### src/rtl/gcm_aes_pkg.sv
// gcm_aes_pkg: GHASH input-select codes, sequencer state encoding and the
// frame entry-state helper shared by the GCM-AES tag sequencer.
package gcm_aes_pkg;

    localparam int NB_SEL_DEFAULT = 2;

    localparam int SEL_DATA   = 0;
    localparam int SEL_LENGTH = 1;
    localparam int SEL_AAD    = 2;

    localparam logic [1:0] ST_IDLE   = 2'd0;
    localparam logic [1:0] ST_AAD    = 2'd1;
    localparam logic [1:0] ST_DATA   = 2'd2;
    localparam logic [1:0] ST_LENGTH = 2'd3;

    // Empty phases are skipped so a frame never waits on a block it does not have.
    function automatic logic [1:0] first_state(input logic aad_nz, input logic pt_nz);
        return aad_nz ? ST_AAD : pt_nz ? ST_DATA : ST_LENGTH;
    endfunction

endpackage

### src/rtl/gcm_aes_valid_delay_line.sv
// gcm_aes_valid_delay_line: DEPTH-stage single-bit shift register advancing
// only on enabled cycles; the output is the last stage.
module gcm_aes_valid_delay_line #(
    parameter int DEPTH = 2
) (
    input  logic i_clock,
    input  logic i_reset_n,
    input  logic i_valid,
    input  logic i_data,
    output logic o_data
);

    logic [DEPTH-1:0] sr_q;
    logic [DEPTH-1:0] sr_d;

    always_comb sr_d = i_valid ? (sr_q << 1) | DEPTH'(i_data) : sr_q;

    always_ff @(posedge i_clock or negedge i_reset_n) begin
        if (!i_reset_n) sr_q <= '0;
        else            sr_q <= sr_d;
    end

    assign o_data = sr_q[DEPTH-1];

endmodule

### src/rtl/gcm_aes_tag_sequencer.sv
// gcm_aes_tag_sequencer: walks each GCM frame through AAD, data and length
// blocks, steering the GHASH input mux and emitting a delayed tag-valid pulse.
module gcm_aes_tag_sequencer
    import gcm_aes_pkg::*;
#(
    parameter int NB_LEN_AAD  = 8,
    parameter int NB_LEN_DATA = 16,
    parameter int NB_SEL      = NB_SEL_DEFAULT,
    parameter int TAG_LATENCY = 2
) (
    input  logic                   i_clock,
    input  logic                   i_reset_n,
    input  logic                   i_valid,
    input  logic                   i_sop,
    input  logic [NB_LEN_AAD-1:0]  i_length_aad,
    input  logic [NB_LEN_DATA-1:0] i_length_plaintext,
    input  logic                   i_valid_data,
    output logic [NB_SEL-1:0]      o_sel_ghash_in,
    output logic                   o_valid_aad,
    output logic                   o_valid_data,
    output logic                   o_valid_length,
    output logic                   o_valid_ghash,
    output logic                   o_valid_ghash_d,
    output logic                   o_valid_tag,
    output logic                   o_busy,
    output logic                   o_error
);

    logic [1:0]             state_q, state_d;
    logic [NB_LEN_AAD-1:0]  len_aad_q, len_aad_d, aad_cnt_q, aad_cnt_d;
    logic [NB_LEN_DATA-1:0] len_pt_q, len_pt_d, data_cnt_q, data_cnt_d;
    logic                   ghash_d_q, ghash_d_d;
    logic                   error_q, error_d;
    logic                   aad_last, data_last;

    // A SOP cycle carries no data word, so every strobe is masked by it.
    assign o_valid_aad    = i_valid & ~i_sop & i_valid_data & (state_q == ST_AAD);
    assign o_valid_data   = i_valid & ~i_sop & i_valid_data & (state_q == ST_DATA);
    assign o_valid_length = i_valid & ~i_sop & (state_q == ST_LENGTH);
    assign o_valid_ghash  = o_valid_aad | o_valid_data | o_valid_length;
    assign o_busy         = state_q != ST_IDLE;
    assign o_sel_ghash_in = state_q == ST_AAD    ? NB_SEL'(SEL_AAD)
                          : state_q == ST_LENGTH ? NB_SEL'(SEL_LENGTH)
                          :                        NB_SEL'(SEL_DATA);
    assign o_valid_ghash_d = ghash_d_q;
    assign o_error         = error_q;

    assign aad_last  = aad_cnt_q == len_aad_q - NB_LEN_AAD'(1);
    assign data_last = data_cnt_q == len_pt_q - NB_LEN_DATA'(1);

    always_comb begin
        state_d    = state_q;
        len_aad_d  = len_aad_q;
        len_pt_d   = len_pt_q;
        aad_cnt_d  = aad_cnt_q;
        data_cnt_d = data_cnt_q;
        ghash_d_d  = ghash_d_q;
        error_d    = error_q;
        if (i_valid) begin
            ghash_d_d = o_valid_ghash;
            error_d   = i_sop && state_q != ST_IDLE;
            if (i_sop) begin
                state_d    = first_state(i_length_aad != '0, i_length_plaintext != '0);
                len_aad_d  = i_length_aad;
                len_pt_d   = i_length_plaintext;
                aad_cnt_d  = '0;
                data_cnt_d = '0;
            end else if (o_valid_aad) begin
                aad_cnt_d = aad_cnt_q + NB_LEN_AAD'(1);
                if (aad_last) state_d = len_pt_q != '0 ? ST_DATA : ST_LENGTH;
            end else if (o_valid_data) begin
                data_cnt_d = data_cnt_q + NB_LEN_DATA'(1);
                if (data_last) state_d = ST_LENGTH;
            end else if (state_q == ST_LENGTH) begin
                state_d = ST_IDLE;
            end
        end
    end

    always_ff @(posedge i_clock or negedge i_reset_n) begin
        if (!i_reset_n) begin
            state_q    <= ST_IDLE;
            len_aad_q  <= '0;
            len_pt_q   <= '0;
            aad_cnt_q  <= '0;
            data_cnt_q <= '0;
            ghash_d_q  <= 1'b0;
            error_q    <= 1'b0;
        end else begin
            state_q    <= state_d;
            len_aad_q  <= len_aad_d;
            len_pt_q   <= len_pt_d;
            aad_cnt_q  <= aad_cnt_d;
            data_cnt_q <= data_cnt_d;
            ghash_d_q  <= ghash_d_d;
            error_q    <= error_d;
        end
    end

    gcm_aes_valid_delay_line #(
        .DEPTH (TAG_LATENCY)
    ) u_tag_delay (
        .i_clock   (i_clock),
        .i_reset_n (i_reset_n),
        .i_valid   (i_valid),
        .i_data    (o_valid_length),
        .o_data    (o_valid_tag)
    );

endmodule

### config.mk
export PLATFORM = sky130hd
export DESIGN_NAME = gcm_aes_tag_sequencer
export DESIGN_NICKNAME = d
export VERILOG_FILES = /design/src/rtl/gcm_aes_pkg.sv /design/src/rtl/gcm_aes_valid_delay_line.sv /design/src/rtl/gcm_aes_tag_sequencer.sv
export SDC_FILE = /design/constraint.sdc
export NUM_CORES = 1
export LEC_CHECK = 0
export CAP_MARGIN = 10
export CORE_ASPECT_RATIO = 1.2
export CORE_UTILIZATION = 45
export DETAILED_ROUTE_END_ITERATION = 10
export PLACE_DENSITY = 0.69
export SYNTH_ARGS = -nofsm -noshare
export SYNTH_HDL_FRONTEND = slang
export SYNTH_SLANG_ARGS = --single-unit
### constraint.sdc
create_clock -name i_clock -period 2.52 [get_ports i_clock]
set_input_delay 0.378 -clock i_clock [delete_from_list [all_inputs] [get_ports i_clock]]
set_output_delay 0.378 -clock i_clock [all_outputs]
set_load 0.01 [all_outputs]
### Yosys cells after proc, flatten, opt, wreduce, memory -nomap -nowiden

Cells that the tools add are included.

* bits in read-only memories: 0
* input port bits: 29
* output and inout port bits: 10
* memories: 0
* bits in latches: 0
* register bits: 54
* RAM bits: 0

* equal/unequal tests: 8
* order comparisons: 0
* multiply operators: 0
* reductions and logical operators: 12
* bitwise gates (word level): 9
* multiplexer cells: 16
* shift operators: 0
* div/mod/pow operators: 0
* add/subtract/negate cells: 4

Operators with widths (count)
* 2-to-1 mux 16 bit: 3
* nonzero test 16 bit: 2
* adder 16 x 1 -> 16 bit (second input constant): 1
* == test 16 bit: 1
* 2-to-1 mux 2 bit: 8
* 2-to-1 mux 8 bit: 2
* subtractor 16 x 1 -> 16 bit (second input constant): 1
* adder 8 x 1 -> 8 bit (second input constant): 1
* == test 8 bit: 1
* nonzero test 8 bit: 1
* subtractor 8 x 1 -> 8 bit (second input constant): 1
* nonzero test 2 bit: 3
* bitwise AND 1 bit: 5
* == test 2 bit (second input constant): 2
* != test 4 x 3 -> 1 bit (second input constant): 1
* AND reduction 2 bit: 2
* AND reduction 4 bit: 1
* nonzero test 4 bit: 1
* 2-to-1 mux 1 bit: 3
* != test 3 x 2 -> 1 bit (second input constant): 1
* AND reduction 3 bit: 1
* == test 2 x 1 -> 1 bit (second input constant): 1
* != test 2 bit (second input constant): 1
* bitwise OR 1 bit: 2
* 3 further kinds: 3

### Logic depth before layout (Yosys ltp)

* depth in word-level cells: 7
* depth in mapped cells: 9
* depth with buffers taken out: 9

### Hierarchy

From an unflattened synthesis, not the netlist that was laid out.

* cells, all modules: 375
* area total of the unflattened synthesis: 3245.6 µm²

Modules (own cells, without submodules)
* gcm_aes_tag_sequencer: sequential area each 1301.2 µm², instances 1, area each 3173.0 µm², cells an instance 371
* gcm_aes_valid_delay_line: sequential area each 50.0 µm², instances 1, area each 72.6 µm², cells an instance 4

### Worst setup path before layout

Ideal clock, no wire load.

* path type: flip-flop to flip-flop
* from: reg len_pt_q[0]
* to: reg state_q[0]
* data required time: 2443 ps
* stages on the path, launching flop included: 9
* path buffers: 0
* setup slack: -261 ps
* data arrival time: 2704 ps
* setup time: 77 ps
* period minus slack after synthesis: 2781 ps
* cell sequence: dfrtp_1 > inv_1 > ha_1 > or3b_1 > or4_1 > o31a_1 > or3_1 > or3_1 > a21oi_1

* longest elaborated chain between the ends: 5
* elaborated cells on any way between the ends: 9

Ends and longest elaborated chain
* from (decl): line gcm_aes_tag_sequencer.sv:31 `logic [NB_LEN_DATA-1:0] len_pt_q, len_pt_d, data_cnt_q, data_cnt_d;`
* from (signal assigned): line gcm_aes_tag_sequencer.sv:92 `len_pt_q <= len_pt_d;`
* parallel branches: the longest is 5 deep, another holds subtractor 16 x 1 -> 16 bit
* to (signal assigned): line gcm_aes_tag_sequencer.sv:90 `state_q <= state_d;`
* to (decl): line gcm_aes_tag_sequencer.sv:29 `logic [1:0] state_q, state_d;`

Several ways; the timed one is not identified. The select of a mux whose other input is x is not followed.
A chain may end at the register's enable or synchronous reset.

### Worst setup path in the final report

* from: reg len_pt_q[6]
* to: reg state_q[0]

The elaborated chain is that of the path after synthesis.

==> key figures <==
STA
  • Slew Viols, Final: 0
  • Final Skew: approximately 14 ps
  • Final worst slack: -9.39 ps
  • Final hold vios: 0
  • Tcrit/Tclk final: 1.00
  • Post-Route Setup TNS: -9.39 ps
  • Worst hold slack: roughly 55 ps
  • Max-slew headroom: 0.603
  • RSZ-0062 raised after global routing: true
  • Fin crit period: between 2000 and 3000 ps
  • Final setup viols: 1
  • Worst-margin pin slew: 596 ps
  • FMAX: a little under 400 MHz

Route
  • Total vias in the final route: between 2000 and 3000
  • Wire per inst: between 15 and 20 um
  • DR pass1 iterations: 4
  • DRC viols: 0
  • Via density: 5.52
  • Post-DRT Antenna Nets: 0
  • Drt first-iter violations: 121
  • Drt total wl: 7800 um

Logic synthesis
  • Post-synth EDFFs: 0
  • Synth Register Bits: 54
  • Async set or reset register ratio after synthesis: 1.00
  • Synth Instances: 370
  • Ys flop type: dfrtp_1
  • Post-synth cell types: 43
  • Seq/Total Area, Yosys: 0.429
  • Syn Area/Cell: between 8 and 9 um2
  • Mapped cell area: roughly 0.0032 mm2
  • Yosys warning count: 0
  • Post-synthesis net count: 404

Clock network
  • TritonCTS clock tree: built
  • Clk Latency, worst-skew pair: around 310 ps
  • CTS buffer count: 5
  • Clk slew on worst S/H paths: ~100 ps
  • Clock root buffer: clkbuf_8
  • Hold_buf cts: 0
  • Sink Count: 54
  • Clk buf depth: 2
  • CTS H-tree lvls: 2

Die
  • Die area: 0.00734 mm2
  • Die Width: around 78 um
  • Starting Density: 0.462
  • Core ar.: between 0.006 and 0.007 mm2
  • Die height: roughly 94 um
  • Number of I/O pins: 39
  • # rows: 33

Worst setup path
  • R2R depth: 6
  • Crit path to: state_q[0]$_DFFE_PN0P_
  • Crit Path Class: register to register
  • Setup crit end kind: register
  • Crit. Startpoint: len_pt_q[6]$_DFFE_PN0P_
  • Reg2reg end: state_q[0]$_DFFE_PN0P_
  • R2r setup slk: -9 ps
  • Worst r2r src: len_pt_q[6]$_DFFE_PN0P_
  • Required @ worst endpoint: 2760 ps
  • CP Max Fanout: 4
  • Crit path DAT: 2760 ps
  • Crit path launch type: register

Global route
  • First-pass GRT wire length: 13300 um
  • Largest net degree at the start of global routing: 39
  • Total GRT Usage: 0.234
  • Vias in the first global route: between 2000 and 3000
  • Grt total ovfl: 0
  • Initial antenna violation count: 0

Placed design
  • Post-Place Setup Slack: around 27 ps
  • Gpl congestion: 0.908
  • Number of port buffers: 38
  • Post-DP HPWL: slightly above 6000 um

Pwr
  • Leak pwr: between 1.5 and 2 nW
  • Worst VDD drop: 0.353 mV
  • PwrDens: 537 mW/mm2
  • Pwr Total: roughly 2.1 mW

Finish
  • Multi-input combinational cell area: 0.00174 mm2
  • Most frequent cells in the layout: nand2_1, dfrtp_1, clkdlybuf4s50_1
  • Leading cell type in the layout, fill and taps excluded: nand2_1
  • Nets: roughly 460
  • Reg area: roughly 0.0014 mm2
  • Area delta synth->final: 24.9%
  • Fillers: between 600 and 700
  • Inserted Diodes: 0
  • Layout cell share with drive strength beyond 1: 0.102

Outcome
  • Failing checks: negative setup slack
  • Status: finished with violations

Flow run
  • Max Cap Viol: 0

Min path
  • Worst min path class: input port to async pin
[how the worst min path moves through the flow]
stage | startpoint | to | cells after the start
floorplan | i_reset_n | aad_cnt_q[0]$_DFFE_PN0P_ | 0
global placement | i_reset_n | len_pt_q[10]$_DFFE_PN0P_ | 1
detailed placement | i_reset_n | len_pt_q[10]$_DFFE_PN0P_ | 1
CTS | i_reset_n | len_pt_q[10]$_DFFE_PN0P_ | 1
global route | i_reset_n | len_pt_q[10]$_DFFE_PN0P_ | 1
finish | i_reset_n | len_pt_q[10]$_DFFE_PN0P_ | 1
[sequential cells by signal, summed over array words and instances (netlist names)]
| name | count |
|---|---|
| state_q | 2 |
| u_tag_delay.sr_q | 2 |
| o_valid_ghash_d | 1 |
| o_error | 1 |
| data_cnt_q | 16 |
| len_pt_q | 16 |
| len_aad_q | 8 |
| aad_cnt_q | 8 |
[logic make-up (layout without fill, tap and decap cells)]
kind of cell	Yosys count	count (layout)	share of synthesized area
compound gates	45	45	0.0894
flops	54	54	0.429
mux	2	2	0.00675
buf+inv	25	86	0.0298
simple gates	190	190	0.289
fa+ha+maj	5	5	0.0199
xor+xnor	49	49	0.136
[area by class of cell]
cell class              instances  share of cell area
multi-input cells             291               0.441
flip-flops and latches         54               0.343
repair buffers                 63               0.146
well taps                      87              0.0277
clock buffers                   7              0.0194
inverters                      15              0.0143
clock inverters                 1             0.00763
[critical path, cell delays in order, from the launching register on]
cell     delay, ps
dfrtp_1        390
or4_4          550
or4_4          490
o31a_1         240
or3_1          330
or3_1          320
a21oi_2        120
[cell usage after synthesis (2+ instances only)]
library cell	count	area, um2
a21o_1	2	15.0
a21oi_1	9	45.0
and3_1	5	31.3
clkbuf_1	10	37.5
dfrtp_1	54	1350
ha_1	5	62.6
inv_1	15	56.3
nand2_1	81	304
nand3_1	14	70.1
nand3b_1	2	15.0
nand4_1	13	81.3
nor2_1	33	124
nor3_1	8	40.0
nor4_1	8	50.1
nor4b_1	3	26.3
o211ai_1	2	15.0
o21ai_0	19	95.1
o31a_1	2	17.5
o31ai_1	2	15.0
or2_2	2	12.5
or3_1	8	50.1
or4_1	5	37.5
xnor2_1	23	201
xor2_1	26	228
[repair_timing]
action                                 in CTS  in global routing
resized for setup                           0                  2
endpoints found under the hold margin       0                  0
setup endpoints to repair                   0                  1
buffers inserted                            0                  1
[report_power, final]
group          leakage [nW]  internal, mW  total (mW)  switching [mW]
sequential            0.710         0.932        1.00          0.0726
clock                0.0524         0.298       0.577           0.279
combinational          1.02         0.257       0.533           0.276
[metal layers]
metal	part of all wire	routed length [um]	vias to the layer above	global-route usage
met5	0	0	-	0
met2	0.53	4150	57	0.444
met4	0.036	283	0	0.0988
li1	-	-	1389	-
met3	0.026	202	23	0.0369
met1	0.41	3170	1388	0.257
[per-stage QoR]
| stage | cell area (um2) | util | instances |
|---|---|---|---|
| after floorplan | 3170 | - | 370 |
| after global placement | 3820 | 0.560 | 509 |
| after detailed placement | 3820 | 0.560 | 509 |
| after CTS | 3920 | 0.576 | 517 |
| after global routing | 3940 | 0.578 | 518 |
| final | 3940 | 0.578 | 518 |
(Power assumes the default switching activity.)
